==> src/rtl/vga_timing_monitor.sv <==
// rtl/vga_timing_monitor.sv - VGA sync timing measurement and lock monitor
// The optional err_cnt lock-loss counter is built only when VGA_MON_ERR_CNT_EN is defined.
module vga_timing_monitor #(
  parameter int HW         = 12,
  parameter int VW         = 11,
  parameter int LOCK_LINES = 4
) (
  input  logic          clk,
  input  logic          rst_n,
  input  logic          vga_h_sync,
  input  logic          vga_v_sync,
  output logic          line_start,
  output logic          frame_start,
  output logic [HW-1:0] h_total,
  output logic [HW-1:0] h_sync_w,
  output logic [VW-1:0] v_total,
  output logic [VW-1:0] v_sync_w,
  output logic          locked,
  output logic [7:0]    err_cnt
);

  localparam int SW = $clog2(LOCK_LINES + 1) + 1;
  localparam logic [SW-1:0] LOCK_TH = SW'(LOCK_LINES);

  // Synchronizer stages; stage 3 is the previous synchronized value for edge detect.
  logic hs_s1_q, hs_s2_q, hs_s3_q;
  logic vs_s1_q, vs_s2_q, vs_s3_q;

  logic          line_start_q, line_start_d;
  logic          frame_start_q, frame_start_d;
  logic [HW-1:0] hcnt_q, hcnt_d;
  logic          h_seen_q, h_seen_d;
  logic [HW-1:0] h_total_q, h_total_d;
  logic [HW-1:0] hlow_q, hlow_d;
  logic          h_fell_q, h_fell_d;
  logic [HW-1:0] h_sync_w_q, h_sync_w_d;
  logic [VW-1:0] vcnt_q, vcnt_d;
  logic          v_seen_q, v_seen_d;
  logic [VW-1:0] v_total_q, v_total_d;
  logic [VW-1:0] v_prev_q, v_prev_d;
  logic [VW-1:0] vlow_q, vlow_d;
  logic          v_fell_q, v_fell_d;
  logic [VW-1:0] v_sync_w_q, v_sync_w_d;
  logic [SW-1:0] stable_q, stable_d;
  logic          locked_q, locked_d;

  logic          hs_fall, hs_rise, vs_fall, vs_rise;
  logic          h_sat, h_latch, v_latch;
  logic [HW-1:0] h_meas;

  always_comb begin
    hs_fall = hs_s3_q & ~hs_s2_q;
    hs_rise = ~hs_s3_q & hs_s2_q;
    vs_fall = vs_s3_q & ~vs_s2_q;
    vs_rise = ~vs_s3_q & vs_s2_q;

    h_sat   = (hcnt_q == '1);
    h_meas  = hcnt_q + HW'(1);
    h_latch = line_start_q & h_seen_q & ~h_sat;
    v_latch = frame_start_q & v_seen_q;

    line_start_d  = hs_fall;
    frame_start_d = vs_fall;

    // Horizontal period measurement with saturation timeout
    hcnt_d    = hcnt_q;
    h_seen_d  = h_seen_q;
    h_total_d = h_total_q;
    stable_d  = stable_q;
    if (line_start_q) begin
      hcnt_d   = '0;
      h_seen_d = 1'b1;
    end else if (!h_sat) begin
      hcnt_d = hcnt_q + HW'(1);
    end else begin
      h_seen_d = 1'b0;
    end
    if (h_latch) begin
      h_total_d = h_meas;
      if (h_meas == h_total_q) begin
        if (stable_q != '1) stable_d = stable_q + SW'(1);
      end else begin
        stable_d = '0;
      end
    end else if (h_sat) begin
      h_total_d = '0;
      stable_d  = '0;
    end

    hlow_d = '0;
    if (!hs_s2_q) hlow_d = (hlow_q == '1) ? hlow_q : hlow_q + HW'(1);
    h_fell_d   = h_fell_q;
    h_sync_w_d = h_sync_w_q;
    if (hs_fall) h_fell_d = 1'b1;
    if (hs_rise && h_fell_q) begin
      h_sync_w_d = hlow_q;
      h_fell_d   = 1'b0;
    end

    // A line_start coinciding with frame_start counts as line 1 of the new frame
    vcnt_d = vcnt_q;
    if (frame_start_q) vcnt_d = line_start_q ? VW'(1) : '0;
    else if (line_start_q && vcnt_q != '1) vcnt_d = vcnt_q + VW'(1);
    v_seen_d  = v_seen_q | frame_start_q;
    v_total_d = v_total_q;
    v_prev_d  = v_prev_q;
    if (v_latch) begin
      v_total_d = vcnt_q;
      v_prev_d  = v_total_q;
    end

    vlow_d = '0;
    if (!vs_s2_q) vlow_d = (line_start_q && vlow_q != '1) ? vlow_q + VW'(1) : vlow_q;
    v_fell_d   = v_fell_q;
    v_sync_w_d = v_sync_w_q;
    if (vs_fall) v_fell_d = 1'b1;
    if (vs_rise && v_fell_q) begin
      v_sync_w_d = vlow_q;
      v_fell_d   = 1'b0;
    end

    locked_d = 1'b0;
    if (!h_sat) locked_d = (stable_q >= LOCK_TH) && (v_total_q == v_prev_q) && (v_total_q != '0);
  end

  always_ff @(posedge clk or negedge rst_n) begin
    if (!rst_n) begin
      hs_s1_q       <= 1'b1;
      hs_s2_q       <= 1'b1;
      hs_s3_q       <= 1'b1;
      vs_s1_q       <= 1'b1;
      vs_s2_q       <= 1'b1;
      vs_s3_q       <= 1'b1;
      line_start_q  <= 1'b0;
      frame_start_q <= 1'b0;
      hcnt_q        <= '0;
      h_seen_q      <= 1'b0;
      h_total_q     <= '0;
      hlow_q        <= '0;
      h_fell_q      <= 1'b0;
      h_sync_w_q    <= '0;
      vcnt_q        <= '0;
      v_seen_q      <= 1'b0;
      v_total_q     <= '0;
      v_prev_q      <= '0;
      vlow_q        <= '0;
      v_fell_q      <= 1'b0;
      v_sync_w_q    <= '0;
      stable_q      <= '0;
      locked_q      <= 1'b0;
    end else begin
      hs_s1_q       <= vga_h_sync;
      hs_s2_q       <= hs_s1_q;
      hs_s3_q       <= hs_s2_q;
      vs_s1_q       <= vga_v_sync;
      vs_s2_q       <= vs_s1_q;
      vs_s3_q       <= vs_s2_q;
      line_start_q  <= line_start_d;
      frame_start_q <= frame_start_d;
      hcnt_q        <= hcnt_d;
      h_seen_q      <= h_seen_d;
      h_total_q     <= h_total_d;
      hlow_q        <= hlow_d;
      h_fell_q      <= h_fell_d;
      h_sync_w_q    <= h_sync_w_d;
      vcnt_q        <= vcnt_d;
      v_seen_q      <= v_seen_d;
      v_total_q     <= v_total_d;
      v_prev_q      <= v_prev_d;
      vlow_q        <= vlow_d;
      v_fell_q      <= v_fell_d;
      v_sync_w_q    <= v_sync_w_d;
      stable_q      <= stable_d;
      locked_q      <= locked_d;
    end
  end

`ifdef VGA_MON_ERR_CNT_EN
  logic [7:0] err_cnt_q, err_cnt_d;

  always_comb begin
    err_cnt_d = err_cnt_q;
    if (locked_q && !locked_d && err_cnt_q != 8'hFF) err_cnt_d = err_cnt_q + 8'd1;
  end

  always_ff @(posedge clk or negedge rst_n) begin
    if (!rst_n) err_cnt_q <= 8'd0;
    else        err_cnt_q <= err_cnt_d;
  end

  assign err_cnt = err_cnt_q;
`else
  assign err_cnt = 8'd0;
`endif

  assign line_start  = line_start_q;
  assign frame_start = frame_start_q;
  assign h_total     = h_total_q;
  assign h_sync_w    = h_sync_w_q;
  assign v_total     = v_total_q;
  assign v_sync_w    = v_sync_w_q;
  assign locked      = locked_q;

endmodule

==> config.mk <==
export PLATFORM = sky130hd
export DESIGN_NAME = vga_timing_monitor
export DESIGN_NICKNAME = d
export VERILOG_FILES = /design/src/rtl/vga_timing_monitor.sv
export SDC_FILE = /design/constraint.sdc
export NUM_CORES = 1
export LEC_CHECK = 0
export CAP_MARGIN = 20
export CORE_ASPECT_RATIO = 1.25
export CORE_UTILIZATION = 50
export DETAILED_ROUTE_END_ITERATION = 7
export PLACE_DENSITY = 0.74
export SLEW_MARGIN = 20
export SYNTH_ARGS = -nofsm -noshare
export SYNTH_HDL_FRONTEND = slang
export SYNTH_SLANG_ARGS = --single-unit
==> constraint.sdc <==
create_clock -name clk -period 4.7 [get_ports clk]
set_input_delay 1.175 -clock clk [delete_from_list [all_inputs] [get_ports clk]]
set_output_delay 1.175 -clock clk [all_outputs]
set_load 0.01 [all_outputs]
# == Word level (Yosys, flattened, before mapping) ==
# Cells that the tools add are included.
# word_totals
register_bits,120
input_bits,4
out_inout_bits,57
word_cells,88
# classes
n_addsub,5
magnitude_cmp,1
eq_ne,10
mux,22
n_bitwise,13
n_reduce_logical,14
# op_table
cell,count
$mux 12,6
$mux 11,4
$add 12x1->12 const B,2
$eq 12x12->1 const B,2
$add 11x1->11 const B,2
$ne 11x11->1 const B,2
$mux 4,4
$eq 12x12->1,1
$reduce_bool 2->1,6
$eq 11x11->1,1
$reduce_bool 11->1,1
$mux 1,8
$and 1x1->1,7
$logic_and 1x1->1,6
$not 1->1,5
$add 4x1->4 const B,1
$ge 4x3->1 const B,1
$ne 2x2->1 const B,2
$ne 4x4->1 const B,1
$ne 3x2->1 const B,1
$reduce_and 2->1,1
$or 1x1->1,1

# == Logic depth before layout (Yosys ltp) ==
# Gate-level depths: netlist (run 1).
# depth
word_depth,5
mapped_depth,9
depth_no_buf,8

# == Worst setup path before layout (run 1) ==
# OpenSTA, ideal clock, no wires.
# synth_timing
path_type,register to register
from,reg hcnt_q[1]
to,reg stable_q[0]
setup_ns,0.079
arrival_ns,2.017
required_ns,4.621
slack_ns,2.604
path_stages_with_launch,9
n_path_buf,1
synth_period_minus_slack_ns,2.096
cell_sequence,dfrtp_1 -> ha_1 -> buf_2 -> nand2_1 -> a2111o_1 -> a211oi_2 -> nand4_1 -> o41a_1 -> mux2i_1
# synth_via
elab_chain_cells,5
elab_cells_between_ends,10
classes_between,add/sub: 1; eq/ne: 3; mux: 2; bitwise: 2; reduce/logical: 2
# synth_lines
item,line_no,source
from (decl),31,"logic [HW-1:0] hcnt_q, hcnt_d;"
from (signal assigned),160,hcnt_q <= hcnt_d;
branches (longest 5 deep; another with $add 12x1->12),-,
to (signal assigned),173,stable_q <= stable_d;
to (decl),44,"logic [SW-1:0] stable_q, stable_d;"
# Several ways; the timed one is not identified.
# A chain may end at the register's enable or synchronous reset.

# == Worst setup path in the final report (run 1) ==
# layout_timing
from,reg line_start_q (netlist: line_start)
to,out line_start
# layout_lines
item,line_no,source
from (decl),29,"logic line_start_q, line_start_d;"
from (signal assigned),158,line_start_q <= line_start_d;
to (decl),12,"output logic line_start,"
# No word-level cell between the ends.

==> results of run 1 <==
-- synthesized netlist by cell type, drive strengths merged, types with 2 or more instances --
| cell | n |
|---|---|
| a211oi | 10 |
| a21oi | 20 |
| a22oi | 2 |
| a311oi | 3 |
| a41oi | 3 |
| and2 | 4 |
| and3 | 6 |
| and4 | 2 |
| buf | 16 |
| clkbuf | 9 |
| dfrtp | 114 |
| dfstp | 6 |
| ha | 5 |
| inv | 10 |
| mux2 | 44 |
| mux2i | 4 |
| nand2 | 34 |
| nand2b | 3 |
| nand3 | 20 |
| nand3b | 3 |
| nand4 | 9 |
| nor2 | 53 |
| nor2b | 5 |
| nor3 | 9 |
| nor4 | 5 |
| o21ai | 14 |
| o32a | 2 |
| o41ai | 2 |
| or2 | 5 |
| or3 | 5 |
| xnor2 | 28 |
| xnor3 | 2 |
| xor2 | 21 |
-- power breakdown --
group	internal [mW]	switching, mW	leakage, nW	total, mW
clock	0.909	0.448	0.305	1.36
sequential	1.10	0.0876	1.60	1.19
combinational	0.170	0.153	1.06	0.324
total	2.18	0.688	2.96	2.87
-- per-layer routing --
metal	GRT usage	up-vias	part of all wire
met5	0	-	0
li1	-	1834	-
met3	0.0526	16	0.037
met1	0.263	1909	0.43
met2	0.341	98	0.52
met4	0.0998	0	0.016
-- stage by stage --
stage	instances	utilization	hold slack, ns	power (mW)
floorplan	499	-	0.345	1.39
global placement	660	0.575	0.347	1.52
detailed placement	660	0.575	0.349	1.53
CTS	692	0.634	0.357	2.90
global route	692	0.634	0.359	2.99
finish	692	0.634	0.355	2.87
-- worst register-to-register path, stage by stage, from the launching register on --
cell and delay, ns:
dfrtp_1 0.46, ha_1 0.37, nand2_1 0.15, a2111o_1 0.37
a211oi_2 0.27, nand4_1 0.16, nor3_2 0.34, nand3_1 0.14
o22ai_1 0.17
-- state kept, by name (all words and copies together) (netlist names), 11 cells and up --
signal	flops
h_sync_w	12
h_total	12
hlow_q	12
v_total	11
vcnt_q	11
v_sync_w	11
vlow_q	11
v_prev_q	11
hcnt_q	12
-- cell type report --
type / instances / area [µm²] / area share
timing repair buffer: 54 / 533 / 0.0788
sequential: 120 / 3010 / 0.445
tap: 132 / 165 / 0.0244
multi-input combinational: 344 / 2390 / 0.353
clock inverter: 13 / 176 / 0.0261
inverter: 10 / 37.5 / 0.00555
clock buffer: 19 / 453 / 0.0670
-- logic make-up after synthesis --
family                   after synthesis
flip-flops                           120
adder cells (fa/ha/maj)                5
XOR/XNOR                              51
multiplexers                          48
AND/OR/NAND/NOR                      165
other                                  1
buffers and inverters                 35
AO/OA/AOI/OAI                         67
-- worst paths after layout --
check	startpoint	endpoint	slack (ns)
worst max-delay path	line_start$_DFF_PN0_	line_start	1.66
worst min-delay path	hs_s1_q$_DFF_PN1_	hs_s2_q$_DFF_PN1_	0.36
worst max register to register	hcnt_q[0]$_DFFE_PN0P_	stable_q[1]$_DFFE_PN0P_	2.18
worst min register to register	hs_s1_q$_DFF_PN1_	hs_s2_q$_DFF_PN1_	0.36
max in group asynchronous	rst_n	hs_s3_q$_DFF_PN1_	2.93
min in group asynchronous	rst_n	v_sync_w[3]$_DFFE_PN0P_	0.82
==> flow_metrics.env, run 1 <==
export IMPL_hold_class="register to register"
export IMPL_ys_flop_type="dfrtp_1"
export IMPL_drc=0
export IMPL_antenna_cells=0
export IMPL_synth_adder_area_share=0.0113
export IMPL_nets=556
export IMPL_netlist_top_cells_area="dfrtp_1 (51%), mux2_2 (8.9%), xnor2_1 (4.4%), nor2_1 (3.6%), xor2_1 (3.3%)"
export IMPL_layout_commonest_cell="dfrtp_1"
export IMPL_crit_type="register to output port"
export IMPL_globalplace_congestion=0.881
export IMPL_place_ws_ns=2.08
export IMPL_syn_avg_cell_area_um2=11.3
export IMPL_gr_usage_all_layers=0.211
export IMPL_synth_top_family_by_area="simple AND/OR/NAND/NOR gates"
export IMPL_fp_dieW_um=96.2
export IMPL_setup_ws_ns=1.66
export IMPL_syn_area_um2=5540
export IMPL_async_reset_ff_frac=1.00
export IMPL_synthXorXnorAreaFrac=0.0856
export IMPL_cts_resized_gates=0
export IMPL_hold_depth=0
export IMPL_cts_hold_buf=0
export IMPL_cp_top_family="flip-flops"
export IMPL_cellPowerDensity_nw_per_um2=424
export IMPL_synth_area_leader_cell="dfrtp_1"
export IMPL_ys_seq_area_frac=0.543
export IMPL_p_leak_nw=2.96
export IMPL_final_hold_violation_count=0
export IMPL_clkLatencyLatePin_ns=0.41
export IMPL_place_area_um2=6140
export IMPL_max_slew_worst_pin_slew_ns=0.967
export IMPL_hpwlAfterDp_mm=7.37
export IMPL_slew_headroom=0.353
export IMPL_grt_overflow=0
export IMPL_portBuffers=52
export IMPL_worstPathMaxFanout=20
export IMPL_ys_types=58
export IMPL_dr_pass1_iters=4
export IMPL_ioPinCount=61
export IMPL_drv_cap=0
export IMPL_dieArea_um2=11500
export IMPL_layout_drive_gt1_share=0.171
export IMPL_antenna_left=0
export IMPL_synth_top_area_frac=0.515
export IMPL_worstPathArrival_ns=1.86
export IMPL_synthSimpleGateAreaFrac=0.149
export IMPL_antenna_found_initial=0
export IMPL_clockRootBuffer="clkbuf_16"
export IMPL_fmax_mhz=329
export IMPL_synth_edf_count=0
export IMPL_synth_compound_area_frac=0.0828
export IMPL_avgRoutedWirePerCell_um=15.5
export IMPL_grt_pass1_wl_mm=18.2
export IMPL_path_clk_slew_ns=0.06
export IMPL_rows=42
export IMPL_syn_inst=492
export IMPL_clockBufferDepth=2
export IMPL_n_fill_cell=827
export IMPL_layout_common_cells="dfrtp_1 (114), nor2_1 (53), clkdlybuf4s50_1 (51), mux2_2 (44), nand2_1 (34)"
export IMPL_cts_tree="built"
export IMPL_viasPerCell=5.57
export IMPL_reg2reg_depth=8
export IMPL_cp_depth=1
export IMPL_routed_wl_mm=10.7
export IMPL_final_cell_area_um2=6770
export IMPL_cts_buffers=17
export IMPL_vias=3857
export IMPL_slew_viol_final=0
export IMPL_drt_initial_drc_count=187
export IMPL_ys_warnings_count=0
export IMPL_crit_chain="clkdlybuf4s50_1"
export IMPL_synthToLayoutAreaGrowth_pct=22.1
export IMPL_synth_area_mux_share=0.0966
export IMPL_critPathBufInv=1
export IMPL_grt_max_degree=58
export IMPL_ctsHtreeMaxLevel=4
export IMPL_cp_end_kind="output port"
export IMPL_grt_pass1_vias=3845
export IMPL_min_period_over_period=0.647
export IMPL_fp_coreArea_um2=10700
export IMPL_crit_slowest_cell="dfrtp_1"
export IMPL_status="complete, no violations"
export IMPL_tns_ns=0
export IMPL_clock_skew_ns=0.00864
export IMPL_clkSinkCount=120
export IMPL_rsz0062_at_grt="false"
export IMPL_ys_seq_elements=120
export IMPL_cts_setup_buffers=0
export IMPL_cp_required_ns=3.52
export IMPL_cp_start_kind="register"
export IMPL_setup_viol=0
export IMPL_start_util=0.520
export IMPL_cp_slowest_stage_delay_ns=0.79
export IMPL_fp_dieH_um=120
export IMPL_fin_crit_ns=3.04
export IMPL_ir_worst_vdd_mv=0.296
(Power assumes the default switching activity.)
==> run 2: changes to the inputs <==
--- a/config.mk
+++ b/config.mk
@@ -9,7 +9,7 @@
 export CORE_ASPECT_RATIO = 1.25
 export CORE_UTILIZATION = 50
 export DETAILED_ROUTE_END_ITERATION = 7
-export PLACE_DENSITY = 0.74
+export PLACE_DENSITY = 0.77
 export SLEW_MARGIN = 20
 export SYNTH_ARGS = -nofsm -noshare
 export SYNTH_HDL_FRONTEND = slang
==> constraint.sdc (replaced) <==
create_clock -name clk -period 2.5 [get_ports clk]
set_input_delay 0.625 -clock clk [delete_from_list [all_inputs] [get_ports clk]]
set_output_delay 0.625 -clock clk [all_outputs]
set_load 0.01 [all_outputs]
==> run 2 against run 1 <==
Effect of this change:
- setup slack lost 1.5 ns
- count of clock-buffer cells in the layout grew 4
- die area is the same
- final cell count grew 1.6%
- first-iteration DRC count grew 4.8%
- combinational power grew 96%
- hold slack lost 0.16 ns
- sequential cell count is the same
- power grew 87%
- routed wire length grew 4.9%
- critical path type is now register to register
==> flow_metrics.env, run 2 (synthesis results as in run 1) <==
export IMPL_hold_class="input port to async pin"
export IMPL_place_area_um2=6230
export IMPL_ioPinCount=61
export IMPL_globalplace_congestion=0.859
export IMPL_fmax_mhz=431
export IMPL_clkLatencyLatePin_ns=0.41
export IMPL_layout_drive_gt1_share=0.180
export IMPL_max_slew_worst_pin_slew_ns=0.607
export IMPL_routed_wl_mm=11.2
export IMPL_stdcell_count=703
export IMPL_clock_skew_ns=0.0109
export IMPL_vias=3911
export IMPL_rows=42
export IMPL_clockRootBuffer="clkbuf_16"
export IMPL_cts_hold_buf=0
export IMPL_dr_pass1_iters=4
export IMPL_slew_headroom=0.594
export IMPL_avgRoutedWirePerCell_um=16.0
export IMPL_antenna_cells=0
export IMPL_post_route_util=0.642
export IMPL_clockBufferDepth=2
export IMPL_crit_slowest_cell="dfrtp_2"
export IMPL_cp_required_ns=2.81
export IMPL_crit_chain="ha_1, nand2_1, a2111o_1, a211oi_2, nand4_1, nor3_4, nand3_1, o22ai_1"
export IMPL_setup_ws_ns=0.178
export IMPL_fin_crit_ns=2.32
export IMPL_met1_usage=0.264
export IMPL_cp_end_kind="register"
export IMPL_hpwlAfterDp_mm=7.71
export IMPL_portBuffers=52
export IMPL_path_clk_slew_ns=0.05
export IMPL_nets=567
export IMPL_gr_usage_all_layers=0.220
export IMPL_cts_buffers=17
export IMPL_dp_cells=671
export IMPL_fp_coreArea_um2=10700
export IMPL_cp_slowest_stage_delay_ns=0.42
export IMPL_fp_dieH_um=120
export IMPL_cts_tree="built"
export IMPL_final_cell_area_um2=6840
export IMPL_status="complete, no violations"
export IMPL_grt_overflow=0
export IMPL_worstPathArrival_ns=2.63
export IMPL_min_period_over_period=0.929
export IMPL_place_ws_ns=0.142
export IMPL_ctsHtreeMaxLevel=4
export IMPL_grt_pass1_wl_mm=19.2
export IMPL_worstPathMaxFanout=7
export IMPL_slew_viol_final=0
export IMPL_antenna_left=0
export IMPL_drt_initial_drc_count=196
export IMPL_synthToLayoutAreaGrowth_pct=23.5
export IMPL_p_leak_nw=3.01
export IMPL_grt_max_degree=45
export IMPL_drv_cap=0
export IMPL_ir_worst_vdd_mv=0.408
export IMPL_dieArea_um2=11500
export IMPL_viasPerCell=5.56
export IMPL_grt_pass1_vias=4012
export IMPL_drc=0
export IMPL_start_util=0.520
export IMPL_grt_busiest_layer="met2"
export IMPL_cts_setup_buffers=0
export IMPL_cp_start_kind="register"
export IMPL_final_hold_violation_count=0
export IMPL_crit_type="register to register"
export IMPL_fp_dieW_um=96.2
export IMPL_gr_usage_met3=0.0507
export IMPL_layout_common_cells="dfrtp_1 (113), nor2_1 (53), clkdlybuf4s50_1 (51), mux2_2 (44), nand2_1 (34)"
export IMPL_antenna_found_initial=0
export IMPL_layout_commonest_cell="dfrtp_1"
export IMPL_critPathBufInv=0
export IMPL_cp_top_family="simple AND/OR/NAND/NOR gates"
export IMPL_cellPowerDensity_nw_per_um2=784
export IMPL_use_met2=0.370
export IMPL_setup_viol=0
export IMPL_clkSinkCount=120
## run 2: changes by cell type in the layout (fill, tap and decap cells not counted)
| cell | delta |
|---|---|
| buf_12 | +1 |
| clkinv_4 | -1 |
| buf_4 | +10 |
| clkbuf_1 | +5 |
| clkbuf_8 | -1 |
| clkinv_2 | -1 |
| nor3_2 | -1 |
| clkinvlp_4 | -2 |
| nor3_4 | +1 |
| dfrtp_2 | +1 |
| dfrtp_1 | -1 |
## run 2: metrics by stage
stage,TNS [ns],hold slack [ns],power (mW)
after floorplan,0,0.329,2.62
after global placement,0,0.347,2.87
after detailed placement,0,0.355,2.90
after CTS,0,0.191,5.41
after global routing,-0.00558,0.218,5.59
final,0,0.190,5.36
## run 2: path summary, 6_finish.rpt
kind | from | end | slack [ns] | depth (start not counted)
max | hcnt_q[0]$_DFFE_PN0P_ | stable_q[1]$_DFFE_PN0P_ | 0.18 | 8
min | rst_n | v_sync_w[3]$_DFFE_PN0P_ | 0.19 | 1
max reg2reg | hcnt_q[0]$_DFFE_PN0P_ | stable_q[1]$_DFFE_PN0P_ | 0.18 | 8
min reg2reg | vs_s1_q$_DFF_PN1_ | vs_s2_q$_DFF_PN1_ | 0.36 | 0
max in group asynchronous | rst_n | hs_s3_q$_DFF_PN1_ | 1.59 | 2
min in group clk | vs_s1_q$_DFF_PN1_ | vs_s2_q$_DFF_PN1_ | 0.36 | 0
## run 2: final cells by class
| type | instances | area (µm²) |
|---|---|---|
| repair buffers | 65 | 628 |
| clock inverters | 9 | 148 |
| well taps | 132 | 165 |
| multi-input cells | 344 | 2400 |
| clock buffers | 23 | 458 |
| inverters | 10 | 37.5 |
| flip-flops and latches | 120 | 3010 |
| fillers | 837 | 3820 |
## run 2: layer usage
metal / vias to the layer above / wire, µm
met5: - / 0
met4: 0 / 204
met3: 19 / 319
met2: 81 / 6030
met1: 1965 / 4670
li1: 1846 / -
## run 2: timing repair
item	in CTS	in global routing
endpoints found under the hold margin	0	0
gates resized for setup	0	2
endpoints found under the setup margin	0	4
## run 2: report_power, final
| group | internal, mW | total [mW] | switching, mW |
|---|---|---|---|
| sequential | 2.07 | 2.23 | 0.160 |
| combinational | 0.334 | 0.634 | 0.299 |
| clock | 1.69 | 2.50 | 0.814 |
| total | 4.09 | 5.36 | 1.27 |
